<file path="src/rtl/boot_loader_pkg.sv">
// rtl/boot_loader_pkg.sv - shared state type, header layout and address helpers for the boot loader
package boot_loader_pkg;

  typedef enum logic [3:0] {
    IDLE, HDR, LOAD_I, LOAD_D_LO, LOAD_D_HI, RUN, DUMP_RD, DUMP_CAP, DUMP_OUT, DONE
  } bl_state_t;

  localparam int ICOUNT_LSB  = 0;
  localparam int DCOUNT_LSB  = 16;
  localparam int HDR_FIELD_W = 16;
  localparam int IMEM_STRIDE = 4;
  localparam int DMEM_STRIDE = 8;

  function automatic logic [63:0] byte_addr(input logic [15:0] word_idx, input int stride);
    return {48'b0, word_idx} * 64'(stride);
  endfunction

endpackage

</file>
<file path="src/rtl/dump_stream_reg.sv">
// rtl/dump_stream_reg.sv - 64-bit dump output holding register with valid/ready handshake
module dump_stream_reg (
  input  logic        clk,
  input  logic        arst_n,
  input  logic        cap,
  input  logic [63:0] cap_data,
  output logic        m_valid,
  input  logic        m_ready,
  output logic [63:0] m_data
);

  // m_data only changes on a capture, so it stays stable through backpressure.
  always_ff @(posedge clk or negedge arst_n) begin
    if (!arst_n) begin
      m_valid <= 1'b0;
      m_data  <= '0;
    end else if (cap) begin
      m_valid <= 1'b1;
      m_data  <= cap_data;
    end else if (m_valid && m_ready) begin
      m_valid <= 1'b0;
    end
  end

endmodule

</file>
<file path="src/rtl/boot_loader_ctrl.sv">
// rtl/boot_loader_ctrl.sv - loads instruction/data images into the cpu, runs it, then dumps data memory
module boot_loader_ctrl
  import boot_loader_pkg::*;
#(
  parameter int IMEM_ADDR_W = 9,
  parameter int DMEM_ADDR_W = 10,
  parameter int CNT_W       = 32
) (
  input  logic             clk,
  input  logic             arst_n,
  input  logic             start,
  input  logic [CNT_W-1:0] run_cycles,
  input  logic             s_valid,
  output logic             s_ready,
  input  logic [31:0]      s_data,
  output logic             m_valid,
  input  logic             m_ready,
  output logic [63:0]      m_data,
  output logic             cpu_enable,
  output logic [63:0]      addr_ext,
  output logic             wen_ext,
  output logic             ren_ext,
  output logic [31:0]      wdata_ext,
  output logic [63:0]      addr_ext_2,
  output logic             wen_ext_2,
  output logic             ren_ext_2,
  output logic [63:0]      wdata_ext_2,
  input  logic [63:0]      rdata_ext_2,
  output logic             busy,
  output logic             done,
  output logic             err
);

  localparam int IDX_W = ((IMEM_ADDR_W > DMEM_ADDR_W) ? IMEM_ADDR_W : DMEM_ADDR_W) + 1;
  localparam logic [HDR_FIELD_W:0] I_DEPTH = (HDR_FIELD_W+1)'(1 << IMEM_ADDR_W);
  localparam logic [HDR_FIELD_W:0] D_DEPTH = (HDR_FIELD_W+1)'(1 << DMEM_ADDR_W);

  bl_state_t        state;
  logic [IDX_W-1:0] icount, dcount, idx;
  logic [31:0]      lo_word;
  logic [CNT_W-1:0] run_lat, run_cnt;
  logic [HDR_FIELD_W-1:0] hdr_icount, hdr_dcount;
  logic             last_i, last_d;

  assign hdr_icount = s_data[ICOUNT_LSB +: HDR_FIELD_W];
  assign hdr_dcount = s_data[DCOUNT_LSB +: HDR_FIELD_W];
  assign last_i     = (idx == icount - IDX_W'(1));
  assign last_d     = (idx == dcount - IDX_W'(1));

  assign s_ready = (state == HDR) || (state == LOAD_I) || (state == LOAD_D_LO) || (state == LOAD_D_HI);
  assign busy    = (state != IDLE) && (state != DONE);
  assign done    = (state == DONE);
  assign ren_ext = 1'b0;

  dump_stream_reg u_dump (
    .clk      (clk),
    .arst_n   (arst_n),
    .cap      (state == DUMP_CAP),
    .cap_data (rdata_ext_2),
    .m_valid  (m_valid),
    .m_ready  (m_ready),
    .m_data   (m_data)
  );

  always_ff @(posedge clk or negedge arst_n) begin
    if (!arst_n) begin
      state       <= IDLE;
      icount      <= '0;
      dcount      <= '0;
      idx         <= '0;
      lo_word     <= '0;
      run_lat     <= '0;
      run_cnt     <= '0;
      err         <= 1'b0;
      cpu_enable  <= 1'b0;
      addr_ext    <= '0;
      wen_ext     <= 1'b0;
      wdata_ext   <= '0;
      addr_ext_2  <= '0;
      wen_ext_2   <= 1'b0;
      ren_ext_2   <= 1'b0;
      wdata_ext_2 <= '0;
    end else begin
      wen_ext   <= 1'b0;
      wen_ext_2 <= 1'b0;
      ren_ext_2 <= 1'b0;
      case (state)
        IDLE, DONE: begin
          if (start) begin
            state   <= HDR;
            err     <= 1'b0;
            run_lat <= run_cycles;
            run_cnt <= '0;
            idx     <= '0;
          end
        end
        HDR: begin
          if (s_valid) begin
            icount <= IDX_W'(hdr_icount);
            dcount <= IDX_W'(hdr_dcount);
            if ({1'b0, hdr_icount} > I_DEPTH || {1'b0, hdr_dcount} > D_DEPTH) begin
              err   <= 1'b1;
              state <= DONE;
            end else if (hdr_icount != '0) state <= LOAD_I;
            else if (hdr_dcount != '0)     state <= LOAD_D_LO;
            else                           state <= RUN;
          end
        end
        LOAD_I: begin
          if (s_valid) begin
            wen_ext   <= 1'b1;
            addr_ext  <= byte_addr(16'(idx), IMEM_STRIDE);
            wdata_ext <= s_data;
            if (last_i) begin
              idx   <= '0;
              state <= (dcount != '0) ? LOAD_D_LO : RUN;
            end else begin
              idx <= idx + IDX_W'(1);
            end
          end
        end
        LOAD_D_LO: begin
          if (s_valid) begin
            lo_word <= s_data;
            state   <= LOAD_D_HI;
          end
        end
        LOAD_D_HI: begin
          if (s_valid) begin
            wen_ext_2   <= 1'b1;
            addr_ext_2  <= byte_addr(16'(idx), DMEM_STRIDE);
            wdata_ext_2 <= {s_data, lo_word};
            if (last_d) begin
              idx   <= '0;
              state <= RUN;
            end else begin
              idx   <= idx + IDX_W'(1);
              state <= LOAD_D_LO;
            end
          end
        end
        // The first RUN cycle leaves enable low so a trailing load strobe never overlaps it.
        RUN: begin
          if (run_cnt == run_lat) begin
            cpu_enable <= 1'b0;
            if (dcount != '0) begin
              ren_ext_2  <= 1'b1;
              addr_ext_2 <= byte_addr(16'(idx), DMEM_STRIDE);
              state      <= DUMP_RD;
            end else begin
              state <= DONE;
            end
          end else begin
            cpu_enable <= 1'b1;
            run_cnt    <= run_cnt + CNT_W'(1);
          end
        end
        DUMP_RD:  state <= DUMP_CAP;
        DUMP_CAP: state <= DUMP_OUT;
        DUMP_OUT: begin
          if (m_valid && m_ready) begin
            if (last_d) begin
              state <= DONE;
            end else begin
              idx        <= idx + IDX_W'(1);
              ren_ext_2  <= 1'b1;
              addr_ext_2 <= byte_addr(16'(idx + IDX_W'(1)), DMEM_STRIDE);
              state      <= DUMP_RD;
            end
          end
        end
        default: state <= IDLE;
      endcase
    end
  end

endmodule

</file>
<file path="config.mk">
export PLATFORM = sky130hd
export DESIGN_NAME = boot_loader_ctrl
export DESIGN_NICKNAME = d
export VERILOG_FILES = /design/src/rtl/boot_loader_pkg.sv /design/src/rtl/dump_stream_reg.sv /design/src/rtl/boot_loader_ctrl.sv
export SDC_FILE = /design/constraint.sdc
export NUM_CORES = 1
export LEC_CHECK = 0
export BUFFER_PORTS_ARGS = -buffer_cell sky130_fd_sc_hd__buf_2
export CORE_ASPECT_RATIO = 0.9
export CORE_MARGIN = 4
export CORE_UTILIZATION = 40
export DETAILED_ROUTE_END_ITERATION = 12
export PLACE_DENSITY = 0.6
export SLEW_MARGIN = 25
export SYNTH_ARGS = -nofsm -noshare
export SYNTH_HDL_FRONTEND = slang
export SYNTH_SLANG_ARGS = --single-unit
</file>
<file path="constraint.sdc">
create_clock -name clk -period 2.9 [get_ports clk]
set_clock_uncertainty 0.15 [all_clocks]
set_input_delay 0.435 -clock clk [delete_from_list [all_inputs] [get_ports clk]]
set_output_delay 0.435 -clock clk [all_outputs]
set_load 0.1 [all_outputs]
</file>
==> results_dict.tcl, run 1 <==
set metrics [dict create \
    yosys.area.top_type "dfrtp_1" \
    max-vdd-ir-drop_uv 493 \
    n_fill_cell 3325 \
    vias 11300 \
    drv_slew 0 \
    grt_pass1_vias 11500 \
    port_buffers 324 \
    fin_nets 1970 \
    area_growth_pct 29.8 \
    hold_start "s_data[12]" \
    cts_made_buffers 37 \
    pin_count 431 \
    synth-edff-count 0 \
    ys_warn_count 0 \
    synth_commonest_cells "322 x dfrtp_1, 270 x nand2_1, 193 x mux2_2, 107 x buf_4, 63 x nor2_1" \
    place_hpwl_um 28100 \
    grt_max_degree 67 \
    syn_avg_cell_area_um2 11.0 \
    yosys-top-cells-area "dfrtp_1 54%, mux2_2 14%, nand2_1 6.7%, buf_4 5.3%, xor2_1 3.1%" \
    coreArea_mm2 0.0371 \
    cts_tree "built" \
    critPathLaunchType "flop" \
    crit_type "flop to flop" \
    drive_above_1_share_pct 36.0 \
    final_cell_count_no_fill 2345 \
    worst_slew_pin_slew_ns 0.683 \
    grt_antenna_before_repair 3 \
    crit_arrival_ns 3.11 \
    async_flop_share_pct 100 \
    path_max_fanout 12 \
    post-place-ws_ns -0.0243 \
    overflow 0 \
    setup_viol 0 \
    synth.top_cell.area_share_pct 53.6 \
    drt_wl_total_um 40500 \
    cts_buffer_depth 3 \
    dieArea_mm2 0.0408 \
    grt_use_total_pct 19.3 \
    ff2ff_path_depth 8 \
    clkSinkCount 322 \
    power.density_mw_per_mm2 605 \
    synth_cells 1366 \
    fin_crit_sh_pct 98.5 \
    cp.required_ns 3.16 \
    ant_nets 0 \
    syn_area_mm2 0.0150 \
    htree_levels 2 \
    min_delay_path_depth 3 \
    synth.distinct_cells 61 \
    power.leakage_nw 10.3 \
    worstReg2RegStart "dcount[0]$_DFFE_PN0P_" \
    synth.most_common_cell "dfrtp_1" \
    numPlacedInstances 2172 \
    grt_pass1_wl_um 63200 \
    drc 0 \
    drt-initial-drc-count 581 \
    viasPerCell 4.83 \
    maxSlewHeadroom_pct 54.2 \
    synth-main-ff-cell "dfrtp_1" \
    setup_slack_ns 0.0427 \
    worstReg2RegEnd "addr_ext_2[12]$_DFFE_PN0P_" \
    yosysSeqAreaShare_pct 53.6 \
    insertion_delay_ns 0.53 \
    dr.pass1.iters 5 \
    clock.fmax_ghz 0.350 \
    ys_ff_latch 322 \
    initial_core_util_pct 40.5 \
    cp-end-kind "flop" \
    gp_congestion 0.858 \
    r2r_slack_ns 0.04 \
    post-route-min-period_ns 2.86 \
    status "complete, no violations" \
    hold_path.class "primary input to flop" \
    final_hold_viol_count 0 \
    min_delay_worst_endpoint "wdata_ext[12]$_DFFE_PN0P_" \
    max_cap_violations 0 \
    cts.clk_slew.worst_paths_ns 0.06 \
    cts_root_buf "clkbuf_16" \
    rows 67 \
    wire_per_inst_um 17.3 \
    die_h_um 192 \
    fp.dieW_um 212 \
]
cell type report:
| class | instances | area (um2) | area share [%] |
|---|---|---|---|
| multi-input cells | 965 | 6380 | 32.7 |
| well taps | 483 | 604 | 3.10 |
| clock inverters | 14 | 136 | 0.699 |
| inverters | 19 | 71.3 | 0.366 |
| diodes | 2 | 5.00 | 0.0256 |
| repair buffers | 487 | 3190 | 16.4 |
| flip-flops and latches | 322 | 8060 | 41.3 |
| clock buffers | 53 | 1060 | 5.41 |
worst max path at each step:
stage,depth (start not counted),startpoint,slack (ns),end
global route,8,dcount[0]$_DFFE_PN0P_,-0.05,addr_ext_2[12]$_DFFE_PN0P_
floorplan,5,state[0]$_DFFE_PN0P_,0.16,s_ready
CTS,11,icount[0]$_DFFE_PN0P_,0.02,state[0]$_DFFE_PN0P_
global placement,10,s_data[21],-0.09,state[3]$_DFFE_PN0P_
finish,8,dcount[0]$_DFFE_PN0P_,0.04,addr_ext_2[12]$_DFFE_PN0P_
detailed placement,10,s_data[17],-0.02,state[3]$_DFFE_PN0P_
metal layers:
| layer | wire length, um | GRT usage [%] | share of wire, % |
|---|---|---|---|
| met5 | 14 | 0 | 0.035 |
| met3 | 2880 | 5.01 | 7.1 |
| met1 | 17600 | 26.0 | 43 |
| met4 | 1020 | 5.87 | 2.5 |
| met2 | 19000 | 30.7 | 47 |
cell usage in the layout (no fill, tap or decap), drive strengths merged, types with 20 or more instances in the layout:
master	synthesis	layout
buf	117	386
dfrtp	322	322
nand2	270	270
mux2	194	194
conb	1	106
dlygate4sd3	0	101
nor2	63	63
xor2	53	53
clkbuf	47	53
xnor2	47	47
nor3	31	31
nand3	24	24
o21ai	24	24
inv	18	20
registers in the layout, summed over array words and instances, names as in the netlist, 12 cells and up:
register       count
addr_ext_2        12
lo_word           32
run_cnt           32
run_lat           32
u_dump.m_data     64
wdata_ext         32
wdata_ext_2       64
worst max-delay path, stage by stage (launching register included):
cell	delay [ns]
dfrtp_1	0.42
or3_1	0.41
or4_1	0.44
o32ai_2	0.17
o21ai_2	0.12
nor4_4	0.34
nand2b_4	0.19
buf_8	0.15
mux2_2	0.34
cells by family after synthesis:
| kind of cell | share of synthesized area, % |
|---|---|
| muxes | 14.8 |
| DFF | 53.6 |
| buffers and inverters | 7.35 |
| and+or+nand+nor | 14.7 |
| AOI/OAI and AO/OA | 3.16 |
| adders and majority gates | 0.483 |
| other | 0.0249 |
| xor gates and xnor gates | 5.88 |
metrics by stage:
stage / total power, mW / hold WS (ns) / util, % / setup TNS (ns) / instance area (um2)
after floorplan: 6.80 / -0.0106 / - / 0 / 15400
after global placement: 7.23 / 0.278 / 46.3 / -0.0920 / 17200
after detailed placement: 7.24 / 0.294 / 46.3 / -0.0243 / 17200
after CTS: 11.9 / 0.00216 / 52.2 / 0 / 19400
after global routing: 12.3 / 0.00408 / 52.5 / -0.468 / 19500
final: 11.8 / 0.0222 / 52.5 / 0 / 19500
report_power, final:
part	switching [mW]	internal (mW)
clock	1.88	2.65
sequential	0.152	4.67
combinational	1.97	0.488
repair_timing:
action,CTS,global route
hold buffers,101,0
gates resized for setup,0,19
hold endpoints to repair,157,0
buffers inserted,0,3
setup endpoints to repair,0,28
No activity file was read; power rests on OpenSTA's default activity.
==> run 2, diff against run 1 <==
--- a/config.mk
+++ b/config.mk
@@ -7,3 +7,3 @@
 export LEC_CHECK = 0
-export BUFFER_PORTS_ARGS = -buffer_cell sky130_fd_sc_hd__buf_2
+export BUFFER_PORTS_ARGS = -buffer_cell sky130_fd_sc_hd__buf_4
 export CORE_ASPECT_RATIO = 0.9
--- a/constraint.sdc
+++ b/constraint.sdc
@@ -4,2 +4,2 @@
 set_output_delay 0.435 -clock clk [all_outputs]
-set_load 0.1 [all_outputs]
+set_load 0.01 [all_outputs]
==> results_dict.tcl, run 2 (synthesized netlist as in run 1, its figures left out) <==
set metrics [dict create \
    grt_antenna_before_repair 0 \
    cp-end-kind "flop" \
    dr.pass1.iters 5 \
    gp_congestion 0.872 \
    max_cap_violations 0 \
    worstReg2RegEnd "idx[3]$_DFFE_PN0P_" \
    clkSinkCount 322 \
    hold_start "run_cycles[11]" \
    fp.dieW_um 212 \
    clock.fmax_ghz 0.348 \
    area_growth_pct 36.6 \
    rsz0062_at_grt "yes" \
    top_regs "u_dump.m_data: 64 flops, wdata_ext_2: 64 flops" \
    htree_levels 2 \
    post-route-util_pct 55.3 \
    post-route-min-period_ns 2.87 \
    final_common_cell "buf_4" \
    r2r_slack_ns 0.03 \
    drive_above_1_share_pct 36.3 \
    status "complete, no violations" \
    grt_pass1_vias 11800 \
    critPathLaunch "icount[0]$_DFFE_PN0P_" \
    worst_slew_pin_slew_ns 0.738 \
    slowest_stage "or4_4" \
    setup_tns_ns 0 \
    grt_max_degree 89 \
    viasPerCell 4.84 \
    fin_crit_sh_pct 99.0 \
    cp_cell_sequence "buf_6, or4_4, o21a_1, or4_1, nand4_1, o211ai_2, o21bai_4, nor3_4, buf_6, nor2_1" \
    cts_buffer_depth 3 \
    place_hpwl_um 29000 \
    final_hold_viol_count 0 \
    hold_path.class "primary input to flop" \
    cts.clk_slew.worst_paths_ns 0.06 \
    setup_viol 0 \
    vias 11400 \
    overflow 0 \
    cts_made_buffers 37 \
    initial_core_util_pct 40.5 \
    port_buffers 324 \
    pin_count 431 \
    insertion_delay_ns 0.52 \
    path_max_fanout 5 \
    cts_tree "built" \
    cts_root_buf "clkbuf_16" \
    rows 67 \
    min_delay_worst_endpoint "run_lat[11]$_DFFE_PN0P_" \
    n_fill_cell 3155 \
    ff2ff_path_depth 10 \
    drt-initial-drc-count 563 \
    die_h_um 192 \
    crit_buf_inv 2 \
    crit_type "flop to flop" \
    power.leakage_nw 10.6 \
    max-vdd-ir-drop_uv 463 \
    mostFrequentLayoutCells "369 x buf_4, 322 x dfrtp_1, 270 x nand2_1" \
    coreArea_mm2 0.0371 \
    drv_slew 0 \
    drt_wl_total_um 41600 \
    grt_pass1_wl_um 65100 \
    cp.required_ns 3.15 \
    ant_nets 0 \
    antennaDiodeCount 0 \
    critical-path-top-delay-family "simple AND/OR/NAND/NOR gates" \
    wire_per_inst_um 17.7 \
    grt_use_total_pct 19.9 \
    worstReg2RegStart "icount[0]$_DFFE_PN0P_" \
    crit_arrival_ns 3.12 \
    cpPeakStageDelay_ns 0.55 \
    dieArea_mm2 0.0408 \
    drc 0 \
    power.density_mw_per_mm2 538 \
    cp_common_cell "buf_6" \
    maxSlewHeadroom_pct 50.8 \
    fin_nets 1975 \
    min_delay_path_depth 3 \
    critPathLaunchType "flop" \
]
[run 2: final cells by class]
cell class / count / area, um2 / area share (%)
Clock buffer: 54 / 1150 / 5.61
Clock inverter: 13 / 174 / 0.847
Inverter: 19 / 71.3 / 0.347
Multi-Input combinational cell: 965 / 6400 / 31.1
Sequential cell: 322 / 8060 / 39.2
Tap cell: 483 / 604 / 2.94
Timing Repair Buffer: 492 / 4080 / 19.9
[run 2: per-stage QoR]
stage                     cell area (um2)  power, mW  std cells  setup slack (ns)  hold slack [ns]
after floorplan                     15400       5.46       1471             0.230          -0.0106
after global placement              18000       6.01       2166            0.0436            0.310
after CTS                           20400       11.2       2345           0.00230          0.00124
after detailed placement            18000       6.02       2166           -0.0373            0.314
final                               20500       11.1       2348            0.0286          0.00303
after global routing                20500       11.5       2348           -0.0636        0.0000310
[run 2: repair_timing]
action,CTS,global route
setup endpoints to repair,9,24
setup buffers,1,2
gates resized for setup,2,24
hold endpoints to repair,188,0
pin swaps,1,11
cloned,0,1
hold buffers,111,0
[run 2: report_power, final]
part | leakage (nW) | switching (mW) | internal [mW]
Clock | 0.655 | 1.86 | 3.11
Combinational | 5.70 | 0.639 | 0.621
Sequential | 4.21 | 0.151 | 4.67
[run 2: worst min-delay path: cells and delay by family]
kind / cells / cell delay [ns]
and+or+nand+nor: 2 / 0.12
buffers and inverters: 1 / 0.08
[run 2: worst max-delay path by stage]
stage,end,slack [ns],cells past startpoint
2_1_floorplan,idx[10]$_DFFE_PN0P_,0.23,10
3_3_place_gp,idx[6]$_DFFE_PN0P_,0.04,10
3_5_place_dp,idx[6]$_DFFE_PN0P_,-0.04,10
4_1_cts,idx[2]$_DFFE_PN0P_,0.002,10
5_1_grt,idx[3]$_DFFE_PN0P_,-0.06,10
6_report,idx[3]$_DFFE_PN0P_,0.03,10
[run 2: layer usage]
metal	global-route usage [%]	routed length (um)	up-vias	part of all wire [%]
li1	-	-	5319	-
met1	26.8	17800	5576	43
met2	32.6	19700	396	47
met3	4.90	3030	63	7.3
met4	5.18	984	0	2.4
met5	0	0	-	0
==> run 3, diff against run 2 <==
Settings changed: RECOVER_POWER set to 50.
==> results_dict.tcl, run 3 (synthesized netlist as in run 1, its figures left out) <==
set metrics [dict create \
    worstReg2RegEnd "idx[3]$_DFFE_PN0P_" \
    dieArea_mm2 0.0408 \
    top_regs "u_dump.m_data: 64 flops, wdata_ext_2: 64 flops" \
    max-vdd-ir-drop_uv 463 \
    path_max_fanout 5 \
    cp-end-kind "flop" \
    numPlacedInstances 2166 \
    place_hpwl_um 29000 \
    vias 11300 \
    r2r_slack_ns 0.03 \
    hold_start "run_cycles[11]" \
    min_delay_worst_endpoint "run_lat[11]$_DFFE_PN0P_" \
    pin_count 431 \
    cts_root_buf "clkbuf_16" \
    drt-initial-drc-count 617 \
    post-place-ws_ns -0.0373 \
    hold_path.class "primary input to flop" \
    cts_made_buffers 37 \
    min_delay_path_depth 3 \
    final-seq-area_mm2 0.00806 \
    fp.dieW_um 212 \
    dr.pass1.iters 5 \
    setup_slack_ns 0.0333 \
    worstReg2RegStart "icount[0]$_DFFE_PN0P_" \
    max_cap_violations 0 \
    crit_arrival_ns 3.12 \
    drive_above_1_share_pct 31.1 \
    grt_pass1_wl_um 65100 \
    port_buffers 324 \
    cp_cell_sequence "buf_6, or4_4, o21a_1, or4_1, nand4_1, o211ai_2, o21bai_4, nor3_4, buf_6, nor2_1" \
    drt_wl_total_um 41600 \
    final_cell_count_no_fill 2348 \
    cts_tree "built" \
    grt_use_total_pct 19.9 \
    cts.clk_slew.worst_paths_ns 0.06 \
    cp_common_cell "buf_6" \
    power.density_mw_per_mm2 547 \
    fin_nets 1975 \
    critPathLaunchType "flop" \
    ff2ff_path_depth 10 \
    overflow 0 \
    setup_tns_ns 0 \
    coreArea_mm2 0.0371 \
    power.leakage_nw 10.1 \
    drc 0 \
    whs_ns 0.00384 \
    grt_max_degree 89 \
    critical-path-top-delay-family "simple AND/OR/NAND/NOR gates" \
    crit_type "flop to flop" \
    rsz0062_at_grt "yes" \
    final_area_mm2 0.0201 \
    htree_levels 2 \
    antennaDiodeCount 0 \
    fin_crit_sh_pct 98.9 \
    drv_slew 0 \
    n_fill_cell 3258 \
    ant_nets 0 \
    viasPerCell 4.83 \
    placed_area_mm2 0.0180 \
    worst_slew_pin_slew_ns 1.29 \
    final_hold_viol_count 0 \
    insertion_delay_ns 0.52 \
    post-route-min-period_ns 2.87 \
    cts_buffer_depth 3 \
    grt_antenna_before_repair 0 \
    clkSinkCount 322 \
    multi_input_area_mm2 0.00640 \
    rows 67 \
    cpPeakStageDelay_ns 0.55 \
    status "complete, no violations" \
    slowest_stage "or4_4" \
    cp.required_ns 3.15 \
    maxSlewHeadroom_pct 14.1 \
    setup_viol 0 \
    initial_core_util_pct 40.5 \
    die_h_um 192 \
    clock.fmax_ghz 0.349 \
    grt_pass1_vias 11800 \
    crit_buf_inv 2 \
    gp_congestion 0.872 \
    mostFrequentLayoutCells "322 x dfrtp_1, 272 x buf_4, 270 x nand2_1" \
    area_growth_pct 33.8 \
    wire_per_inst_um 17.7 \
    final_common_cell "dfrtp_1" \
]
==> run 3: final cells by class <==
type	count	area share [%]
inverters	19	0.355
well taps	483	3.00
flip-flops and latches	322	40.1
multi-input cells	965	31.8
clock buffers	54	5.73
clock inverters	13	0.865
repair buffers	492	18.2
==> run 3: timing repair <==
action                                  4_1_cts  5_1_grt
endpoints found under the setup margin        9       24
gates cloned                                  0        1
pin swaps                                     1       11
endpoints found under the hold margin       188        0
gates resized for setup                       2       24
buffers inserted                              1        2
hold buffers                                111        0
==> run 3: through the flow <==
stage               util (%)  power, mW
floorplan                  -       5.46
global placement        48.4       6.01
detailed placement      48.4       6.02
CTS                     55.0       11.2
global route            54.2       11.5
finish                  54.2       11.0
==> run 3: how the worst max path moves through the flow <==
stage	start	end	slack, ns	cells after the start
6_report	icount[0]$_DFFE_PN0P_	idx[3]$_DFFE_PN0P_	0.03	10
5_1_grt	icount[0]$_DFFE_PN0P_	idx[3]$_DFFE_PN0P_	-0.06	10
4_1_cts	icount[0]$_DFFE_PN0P_	idx[2]$_DFFE_PN0P_	0.002	10
3_5_place_dp	icount[1]$_DFFE_PN0P_	idx[6]$_DFFE_PN0P_	-0.04	10
3_3_place_gp	icount[1]$_DFFE_PN0P_	idx[6]$_DFFE_PN0P_	0.04	10
2_1_floorplan	icount[0]$_DFFE_PN0P_	idx[10]$_DFFE_PN0P_	0.23	10
==> run 3: power by group <==
| group | leakage [nW] | switching [mW] | internal [mW] |
|---|---|---|---|
| Clock | 0.655 | 1.86 | 3.11 |
| Combinational | 5.28 | 0.637 | 0.566 |
| Sequential | 4.21 | 0.148 | 4.67 |
| Total | 10.1 | 2.65 | 8.35 |
==> run 3: worst min-delay path: cells and delay by family <==
kind / cells / cell delay [ns]
buffers and inverters: 1 / 0.08
AND/OR/NAND/NOR: 2 / 0.12
==> run 3: layer usage <==
| layer | global-route usage [%] | part of all wire, % | vias up |
|---|---|---|---|
| met5 | 0 | 0 | - |
| met4 | 5.18 | 2.4 | 0 |
| met3 | 4.90 | 7.2 | 63 |
| met2 | 32.6 | 48 | 387 |
| met1 | 26.8 | 43 | 5578 |
| li1 | - | - | 5311 |
